==> config.mk <==
export PLATFORM = sky130hd
export DESIGN_NAME = status_led_ctrl
export DESIGN_NICKNAME = d
export VERILOG_FILES = /design/src/rtl/status_led_pkg.sv /design/src/rtl/status_led_channel.sv /design/src/rtl/status_led_ctrl.sv
export SDC_FILE = /design/constraint.sdc
export NUM_CORES = 1
export LEC_CHECK = 0
export BUFFER_PORTS_ARGS = -buffer_cell sky130_fd_sc_hd__clkbuf_2
export CAP_MARGIN = 20
export CORE_MARGIN = 2
export CORE_UTILIZATION = 55
export CTS_BUF_LIST = sky130_fd_sc_hd__clkbuf_4 sky130_fd_sc_hd__clkbuf_8 sky130_fd_sc_hd__clkbuf_16
export CTS_CLUSTER_SIZE = 25
export DETAILED_ROUTE_END_ITERATION = 16
export GPL_TIMING_DRIVEN = 0
export PLACE_DENSITY = 0.72
export RECOVER_POWER = 50
export SYNTH_ARGS = -nofsm -noshare
export SYNTH_HDL_FRONTEND = slang
export SYNTH_SLANG_ARGS = --single-unit
export TNS_END_PERCENT = 10
==> constraint.sdc <==
create_clock -name clk_i -period 2.6 [get_ports clk_i]
set_input_delay 0.13 -clock clk_i [delete_from_list [all_inputs] [get_ports clk_i]]
set_output_delay 0.13 -clock clk_i [all_outputs]
set_load 0.03 [all_outputs]
==> src/rtl/status_led_pkg.sv <==
// ============================================================================
// Module : status_led_pkg
// Brief  : Shared LED mode encoding and per-channel configuration record.
// Rev    : 1.0  initial release
// ============================================================================
`default_nettype none

package status_led_pkg;

    localparam int LED_ARG_W = 8;

    typedef enum logic [2:0] {
        LED_OFF     = 3'd0,
        LED_ON      = 3'd1,
        LED_BLINK   = 3'd2,
        LED_STRETCH = 3'd3,
        LED_PWM     = 3'd4
    } led_mode_e;

    typedef struct packed {
        led_mode_e              mode;
        logic [LED_ARG_W-1:0]   arg;
    } led_cfg_t;

endpackage

`default_nettype wire

==> src/rtl/status_led_channel.sv <==
// ============================================================================
// Module : status_led_channel
// Brief  : One LED channel: mode/arg register, blink and stretch timing.
//          PWM compare present only when STATUS_LED_PWM_EN is defined.
// Rev    : 1.0  initial release
// ============================================================================
`default_nettype none

module status_led_channel
    import status_led_pkg::*;
(
    input  logic                 clk,
    input  logic                 rst_n,
    input  logic                 i_tick,
    input  logic                 i_cfg_we,
    input  logic [2:0]           i_cfg_mode,
    input  logic [LED_ARG_W-1:0] i_cfg_arg,
    input  logic                 i_event,
    input  logic [7:0]           i_pwm_cnt,
    output logic                 o_led
);

    led_cfg_t               r_cfg;
    logic [LED_ARG_W-1:0]   r_cnt;
    logic                   r_phase;
    logic [LED_ARG_W:0]     r_stretch;
    logic                   r_evt_d;
    logic                   w_rise;

    assign w_rise = i_event & ~r_evt_d;

    always_ff @(posedge clk or negedge rst_n) begin
        if (!rst_n) begin
            r_cfg.mode <= LED_OFF;
            r_cfg.arg  <= '0;
            r_cnt      <= '0;
            r_phase    <= 1'b0;
            r_stretch  <= '0;
            r_evt_d    <= 1'b0;
        end else begin
            r_evt_d <= i_event;
            // A write restarts the channel and swallows a coincident event edge
            if (i_cfg_we) begin
                r_cfg.mode <= led_mode_e'(i_cfg_mode);
                r_cfg.arg  <= i_cfg_arg;
                r_cnt      <= '0;
                r_phase    <= 1'b0;
                r_stretch  <= '0;
            end else begin
                if (r_cfg.mode == LED_BLINK && i_tick) begin
                    if (r_cnt == r_cfg.arg) begin
                        r_phase <= ~r_phase;
                        r_cnt   <= '0;
                    end else begin
                        r_cnt <= r_cnt + 1'b1;
                    end
                end
                if (w_rise && r_cfg.mode == LED_STRETCH) begin
                    r_stretch <= {1'b0, r_cfg.arg} + 1'b1;
                end else if (i_tick && r_stretch != '0) begin
                    r_stretch <= r_stretch - 1'b1;
                end
            end
        end
    end

`ifndef STATUS_LED_PWM_EN
    logic w_unused_pwm;
    assign w_unused_pwm = ^i_pwm_cnt;
`endif

    always_comb begin
        o_led = 1'b0;
        case (r_cfg.mode)
            LED_ON:      o_led = 1'b1;
            LED_BLINK:   o_led = r_phase;
            LED_STRETCH: o_led = (r_stretch != '0);
`ifdef STATUS_LED_PWM_EN
            LED_PWM:     o_led = (i_pwm_cnt < r_cfg.arg);
`endif
            default:     o_led = 1'b0;
        endcase
    end

endmodule

`default_nettype wire

==> src/rtl/status_led_ctrl.sv <==
// ============================================================================
// Module : status_led_ctrl
// Brief  : Multi-channel status LED controller with tick prescaler and
//          SoC exit-status override. Optional PWM via STATUS_LED_PWM_EN.
// Rev    : 1.0  initial release
// ============================================================================
`default_nettype none

module status_led_ctrl
    import status_led_pkg::*;
#(
    parameter  int NUM_LEDS         = 8,
    parameter  int TICK_DIV         = 1250000,
    parameter  int EXIT_BLINK_TICKS = 25,
    localparam int IDXW             = (NUM_LEDS > 1) ? $clog2(NUM_LEDS) : 1
) (
    input  logic                 clk_i,
    input  logic                 rst_ni,
    input  logic                 cfg_we_i,
    input  logic [IDXW-1:0]      cfg_idx_i,
    input  logic [2:0]           cfg_mode_i,
    input  logic [LED_ARG_W-1:0] cfg_arg_i,
    input  logic [NUM_LEDS-1:0]  event_i,
    input  logic                 exit_valid_i,
    input  logic                 exit_value_i,
    output logic                 tick_o,
    output logic [NUM_LEDS-1:0]  led_o
);

    localparam int                   c_PRESC_W  = $clog2(TICK_DIV);
    localparam logic [c_PRESC_W-1:0] c_PRESC_MAX = c_PRESC_W'(TICK_DIV - 1);
    localparam int                   c_EXIT_W   = $clog2(EXIT_BLINK_TICKS + 1);
    localparam logic [c_EXIT_W-1:0]  c_EXIT_MAX = c_EXIT_W'(EXIT_BLINK_TICKS - 1);
    localparam logic [IDXW:0]        c_NUM_LEDS = (IDXW + 1)'(NUM_LEDS);

    logic [c_PRESC_W-1:0] r_presc;
    logic                 r_tick;
    logic [7:0]           w_pwm_cnt;
    logic                 w_idx_ok;
    logic [NUM_LEDS-1:0]  w_we;
    logic [NUM_LEDS-1:0]  w_raw;
    logic                 r_exit_latched;
    logic                 r_exit_code;
    logic                 r_exit_phase;
    logic [c_EXIT_W-1:0]  r_exit_cnt;
    logic                 w_over_active;
    logic                 w_over_led;
    logic [NUM_LEDS-1:0]  r_led;

    // Tick is registered so its first pulse lands TICK_DIV cycles after reset
    always_ff @(posedge clk_i or negedge rst_ni) begin
        if (!rst_ni) begin
            r_presc <= '0;
            r_tick  <= 1'b0;
        end else begin
            r_tick  <= (r_presc == c_PRESC_MAX);
            r_presc <= (r_presc == c_PRESC_MAX) ? '0 : r_presc + 1'b1;
        end
    end

`ifdef STATUS_LED_PWM_EN
    logic [7:0] r_pwm_cnt;
    always_ff @(posedge clk_i or negedge rst_ni) begin
        if (!rst_ni) begin
            r_pwm_cnt <= '0;
        end else begin
            r_pwm_cnt <= r_pwm_cnt + 1'b1;
        end
    end
    assign w_pwm_cnt = r_pwm_cnt;
`else
    assign w_pwm_cnt = '0;
`endif

    assign w_idx_ok = ({1'b0, cfg_idx_i} < c_NUM_LEDS);

    for (genvar g = 0; g < NUM_LEDS; g++) begin : g_chan
        assign w_we[g] = cfg_we_i && w_idx_ok && (cfg_idx_i == IDXW'(g));

        status_led_channel u_chan (
            .clk        (clk_i),
            .rst_n      (rst_ni),
            .i_tick     (r_tick),
            .i_cfg_we   (w_we[g]),
            .i_cfg_mode (cfg_mode_i),
            .i_cfg_arg  (cfg_arg_i),
            .i_event    (event_i[g]),
            .i_pwm_cnt  (w_pwm_cnt),
            .o_led      (w_raw[g])
        );
    end

    always_ff @(posedge clk_i or negedge rst_ni) begin
        if (!rst_ni) begin
            r_exit_latched <= 1'b0;
            r_exit_code    <= 1'b0;
            r_exit_phase   <= 1'b0;
            r_exit_cnt     <= '0;
        end else if (!r_exit_latched) begin
            if (exit_valid_i) begin
                r_exit_latched <= 1'b1;
                r_exit_code    <= exit_value_i;
                r_exit_phase   <= 1'b1;
                r_exit_cnt     <= '0;
            end
        end else if (r_tick) begin
            if (r_exit_cnt == c_EXIT_MAX) begin
                r_exit_phase <= ~r_exit_phase;
                r_exit_cnt   <= '0;
            end else begin
                r_exit_cnt <= r_exit_cnt + 1'b1;
            end
        end
    end

    // Override takes effect in the same cycle as the latch so led_o follows next cycle
    assign w_over_active = r_exit_latched | exit_valid_i;
    assign w_over_led    = r_exit_latched ? (r_exit_code ? r_exit_phase : 1'b1) : 1'b1;

    always_ff @(posedge clk_i or negedge rst_ni) begin
        if (!rst_ni) begin
            r_led <= '0;
        end else begin
            r_led <= w_over_active ? {NUM_LEDS{w_over_led}} : w_raw;
        end
    end

    assign tick_o = r_tick;
    assign led_o  = r_led;

endmodule

`default_nettype wire
# Word-level counts from Yosys, hierarchy flattened
# Index checks and enable logic that the tools add are counted.
# W data, S select, Z words.
# word_totals
ff_bits	278
input_bits	27
output_inout_bits	9
elab_cells	322
# classes
add_sub_neg	26
n_eq_ne	43
n_mux	94
bitwise_logic	27
n_reduce_logical	77
# op_table
op	n
$mux W9	24
$mux W8	25
$add A8 B1 Y9 const B	8
$reduce_bool A9 Y1	8
$sub A9 B1 Y9 const B	8
$add A8 B1 Y8 const B	8
$eq A8 B8 Y1	8
$eq A3 B2 Y1 const B	18
$reduce_bool A2 Y1	17
$logic_and A1 B1 Y1	32
$mux W1	32
$eq A3 B1 Y1 const B	9
$pmux W1 S3	8
$reduce_bool A3 Y1	8
$add A21 B1 Y21 const B	1
$eq A21 B21 Y1 const B	1
$mux W21	1
$mux W5	4
$reduce_and A2 Y1	10
$not A1 Y1	18
$eq A3 B3 Y1 const B	4
$and A1 B1 Y1	8
$add A5 B1 Y5 const B	1
$eq A5 B5 Y1 const B	1
5 further kinds	5

# Longest topological paths before layout
# logic_depth
depth_word	5
mapped_depth	8

# Hierarchy
# A second synthesis with hierarchy kept.
# hier_totals
hier_cells	1532
area_unflattened_um2	15371.0
# by_module_without_submodules
module	n_inst	cells_each	area_each_um2
status_led_channel	8	171	1697.9
status_led_ctrl	1	164	1788.0

# Least setup slack after synthesis
# Ideal clock, no wire load.
# synth_path
kind	register to register
from	register g_chan[5].u_chan.r_stretch[0]
to	register g_chan[5].u_chan.r_stretch[1]
arrival_time_ps	1691
path_slack_ps	773
stages_incl_launch_ff	8
n_path_buf	0
period_less_slack_ps	1827
cell_sequence	dfrtp_1 inv_1 ha_1 or3b_2 nor4_2 nor2_1 o221ai_1 a21oi_1
# synth_via
elab_chain_len	4
elab_cells_between_ends	7
cone_classes	1 x add/sub; 3 x mux; 3 x reduce/logical
# synth_lines
element	line	text
start: declaration	status_led_channel.sv:26	logic [LED_ARG_W:0] r_stretch;
start signal: assignment	status_led_channel.sv:59	r_stretch <= {1'b0, r_cfg.arg} + 1'b1;
start signal: assignment	status_led_channel.sv:61	r_stretch <= r_stretch - 1'b1;
$sub A9 B1 Y9	status_led_channel.sv:61	
$mux W9	status_led_channel.sv:60	end else if (i_tick && r_stretch != '0) begin
$mux W9	status_led_channel.sv:58	if (w_rise && r_cfg.mode == LED_STRETCH) begin
$mux W9	status_led_channel.sv:43	if (i_cfg_we) begin
# Parallel ways exist; a longest one is shown, timed or not. The select of a mux whose other input is x is not followed.
# A chain may end at the register's enable or synchronous reset.

# Worst setup path after layout
# layout_path
from	register r_tick (netlist: tick_o)
to	register g_chan[5].u_chan.r_stretch[2]
# layout_via
elab_chain_len	2
# layout_lines
element	line	text
start: declaration	status_led_ctrl.sv:37	logic r_tick;
start signal: assignment	status_led_ctrl.sv:56	r_tick <= (r_presc == c_PRESC_MAX);
$logic_and A1 B1 Y1	status_led_channel.sv:60	
$reduce_bool A3 Y1 (no line)	n/a	
# Every way passes these cells.

==> run metrics <==
run status=complete, but fails checks; violated checks=max-capacitance violations, max-slew violations; ANT cells=0; Vert. Die Dim=about 170 um; Cell Area, Placed=0.0156 mm^2; total CTS buffers=31; starting utilization of the core area=a little under three fifths; Post-Syn Area per Cell=between 9 and 10 um^2; overall global routing resource usage=about a quarter; clock latency on the worst-skew pair=0.57 ns; top achievable clock speed=0.401 GHz; final core utilization=~62%; Setup CP Type=reg -> reg; final number of max-transition violations=81; worst max-slew margin expressed relative to the limit=-41.1%; pin count of the biggest net entering global routing=103; fin crit period=2.49 ns; Post-Synthesis Cell Area=0.0150 mm^2; maximum fanout along the worst path=10; via count of the first global-routing pass=~12000; clock tree from TritonCTS=done; Yosys warning count=0; sequential cell area fraction in the yosys report=about 46%; count of state elements after synthesis=278; count of final hold-check violations=0; data required time at the worst endpoint=3.08 ns; number of vias in the routed layout=12100; Antenna Violating Nets Remaining=0; drt pass-1 iters=5; Post-synth EDFFs=0; I/O Buffers=24; Cells after DPL=2028; number of nets at the end of the flow=1785; setup repair after global routing missed its margin=false; count of maximum capacitance violations=1; core region area=around 0.027 mm^2; overflow left after global routing=0; total clock sinks=278; static leakage=7.63 nW; post-route DRC violation count=0; Async SR Flop Fraction=100%; DR WL/cell=17.3 um; synth-to-layout area growth=11.5%; Bufs on Longest Clock Path=3; wire length of the first global-routing pass=between 60000 and 70000 um; total detailed-routing wirelength=36300 um; final standard cell area without fillers=0.0167 mm^2; post-DP HPWL=24900 um; number of standard cells after synthesis=1661; ratio of routed vias to standard cells=5.79; predominant post-synthesis flop cell=sky130_fd_sc_hd__dfrtp_1; number of antenna violations at the first check in global routing=2; Final Instance Count excl. Fillers=2096; slew of the pin with the lowest slew margin=2.12 ns; Final setup viols=0; clock slew at reported path FFs=approximately 0.060 ns; 1st-iter DRT viols=913; die area=0.0286 mm^2; period utilisation layout=between 90% and 100%; startpoint type of the worst setup path=register; Placer Congestion=0.855; critical path data arrival time=2.98 ns; die width=169 um; IR drop worst, VDD=0.550 mV; worst-case clock skew=0.00983 ns; fraction of layout instances using a drive strength above 1=6.27%; net count after synthesis=~1700; Clk Tree Root Cell=sky130_fd_sc_hd__clkbuf_16; post-CTS setup-driven buffer insertion count=0; number of library cell types mapped by synthesis=70; H-tree depth reported by CTS=1; type of the tightest min-delay check=in -> reg; total power density per cell area=754 mW/mm^2; count of standard-cell rows=60; count of pins on the block boundary=36; kind of end point of the critical path=register
==> repair_timing <==
action	4_1_cts	5_1_grt
hold endpoints to repair	94	0
setup endpoints to repair	21	6
gates resized for setup	1	2
hold buffers	10	0
==> cell usage in the layout, fill, tap and decap left out, types with 28 or more instances in the layout <==
master	Yosys	routed
sky130_fd_sc_hd__inv_1	28	28
sky130_fd_sc_hd__nor2_1	136	136
sky130_fd_sc_hd__nor3_1	32	34
sky130_fd_sc_hd__xnor2_1	73	73
sky130_fd_sc_hd__clkbuf_16	0	31
sky130_fd_sc_hd__nand3_1	77	77
sky130_fd_sc_hd__nand4_1	33	33
sky130_fd_sc_hd__a21oi_1	84	84
sky130_fd_sc_hd__clkbuf_1	59	78
sky130_fd_sc_hd__nand2_1	363	363
sky130_fd_sc_hd__dfrtp_1	278	277
sky130_fd_sc_hd__xor2_1	139	139
sky130_fd_sc_hd__o21ai_0	51	51
==> final cells by class <==
| type | instances | area, um^2 |
|---|---|---|
| fillers | 2267 | 10100 |
| multi-input cells | 1289 | 7690 |
| flip-flops and latches | 278 | 6960 |
| clock buffers | 45 | 937 |
| well taps | 341 | 427 |
| plain buffers | 65 | 263 |
| repair buffers | 37 | 255 |
| clock inverters | 12 | 114 |
| inverters | 29 | 109 |
==> critical path: stages (launching register included) <==
cell	delay, ns
sky130_fd_sc_hd__dfrtp_2	0.57
sky130_fd_sc_hd__buf_2	0.35
sky130_fd_sc_hd__buf_4	0.28
sky130_fd_sc_hd__clkbuf_1	0.67
sky130_fd_sc_hd__nand2_1	0.15
sky130_fd_sc_hd__nor3_1	0.16
sky130_fd_sc_hd__a21oi_1	0.06
sky130_fd_sc_hd__a21oi_1	0.16
==> flip-flops by register name, summed over array words and instances (netlist names), 5 cells and up <==
register	count
g_chan.u_chan.r_phase	8
g_chan.u_chan.r_cfg	88
g_chan.u_chan.r_stretch	72
r_presc	21
g_chan.u_chan.r_cnt	64
led_o	8
r_exit_cnt	5
g_chan.u_chan.r_evt_d	8
==> worst paths after layout <==
| kind | startpoint | endpoint | slack (ns) | depth (start not counted) |
|---|---|---|---|---|
| setup reg to reg | tick_o | g_chan[5].u_chan.r_stretch[2] | 0.11 | 7 |
| hold reg to reg | r_presc[20] | r_presc[20] | 0.47 | 1 |
| setup / recovery | tick_o | g_chan[5].u_chan.r_stretch[2] | 0.11 | 7 |
| max in group asynchronous | rst_ni | g_chan[7].u_chan.r_cfg[1] | 0.50 | 3 |
| min in group asynchronous | rst_ni | g_chan[0].u_chan.r_cnt[7] | 0.73 | 2 |
| hold / removal | exit_valid_i | r_exit_code | 0.05 | 3 |
==> cell usage after synthesis, types with 3 or more instances <==
cell                        instances  area [um^2]
sky130_fd_sc_hd__a31oi_1            9         56.3
sky130_fd_sc_hd__xnor2_1           73          639
sky130_fd_sc_hd__nor4b_1            5         43.8
sky130_fd_sc_hd__mux2_2            13          146
sky130_fd_sc_hd__nand3_1           77          385
sky130_fd_sc_hd__o21ai_1           11         55.1
sky130_fd_sc_hd__a211oi_1          24          180
sky130_fd_sc_hd__nor3_1            32          160
sky130_fd_sc_hd__a21oi_1           84          420
sky130_fd_sc_hd__nor4b_2            5         75.1
sky130_fd_sc_hd__ha_1              27          338
sky130_fd_sc_hd__nor2_1           136          510
sky130_fd_sc_hd__nor2b_1           11         68.8
sky130_fd_sc_hd__o31ai_1            4         30.0
sky130_fd_sc_hd__o311a_1            3         30.0
sky130_fd_sc_hd__and2_1             4         25.0
sky130_fd_sc_hd__o211ai_1           7         52.6
sky130_fd_sc_hd__o21ai_0           51          255
sky130_fd_sc_hd__or3_1             19          119
sky130_fd_sc_hd__o41ai_1            5         43.8
sky130_fd_sc_hd__nor4_1            27          169
sky130_fd_sc_hd__buf_2              4         20.0
sky130_fd_sc_hd__nand2_1          363         1360
sky130_fd_sc_hd__nor3_2             4         40.0
sky130_fd_sc_hd__nor3b_1            3         22.5
sky130_fd_sc_hd__nand3b_1           7         52.6
sky130_fd_sc_hd__xor2_1           139         1220
sky130_fd_sc_hd__clkbuf_1          59          221
sky130_fd_sc_hd__nand4_1           33          206
sky130_fd_sc_hd__or4b_1             5         50.1
sky130_fd_sc_hd__o311ai_0           4         35.0
sky130_fd_sc_hd__nand2b_1          11         68.8
sky130_fd_sc_hd__nand4bb_1          5         56.3
sky130_fd_sc_hd__dfrtp_1          278         6960
sky130_fd_sc_hd__mux2i_1            7         70.1
sky130_fd_sc_hd__and4_1             6         52.6
sky130_fd_sc_hd__inv_1             28          105
sky130_fd_sc_hd__and4bb_2           4         50.1
sky130_fd_sc_hd__nand4b_1           4         35.0
sky130_fd_sc_hd__and3_1            23          144
sky130_fd_sc_hd__or4_1              8         60.1
==> kinds of logic after synthesis <==
kind of cell,Yosys count,share of synthesized area (%)
adders and majority gates,27,2.25
AOI/OAI and AO/OA,222,8.99
DFF,278,46.3
buffers and inverters,94,2.46
xor gates and xnor gates,212,12.4
muxes,20,1.44
and+or+nand+nor,808,26.2
==> report_power, final <==
group          total (mW)  internal, mW  switching [mW]
registers            5.75          4.95           0.802
logic                2.43          1.06            1.37
clock network        4.45          2.68            1.77
total                12.6          8.69            3.93
==> routing by layer <==
layer / wire, um / track usage, % / part of all wire, %
met5: 26 / 0 / 0.072
met3: 2190 / 3.94 / 6.0
met2: 16800 / 42.2 / 46
met4: 990 / 8.06 / 2.7
met1: 16300 / 36.3 / 45
==> per-stage QoR <==
step	setup WS, ns	hold WS (ns)	total power [mW]	setup TNS [ns]
3_3_place_gp	-4.44	0.256	8.08	-1229.57
4_1_cts	0.0800	0.0372	12.7	0
2_1_floorplan	0.773	-0.166	7.46	0
3_5_place_dp	-0.0893	0.236	8.20	-0.935
5_1_grt	0.0398	0.0556	13.3	0
6_report	0.109	0.0492	12.6	0
(Power assumes the default switching activity.)
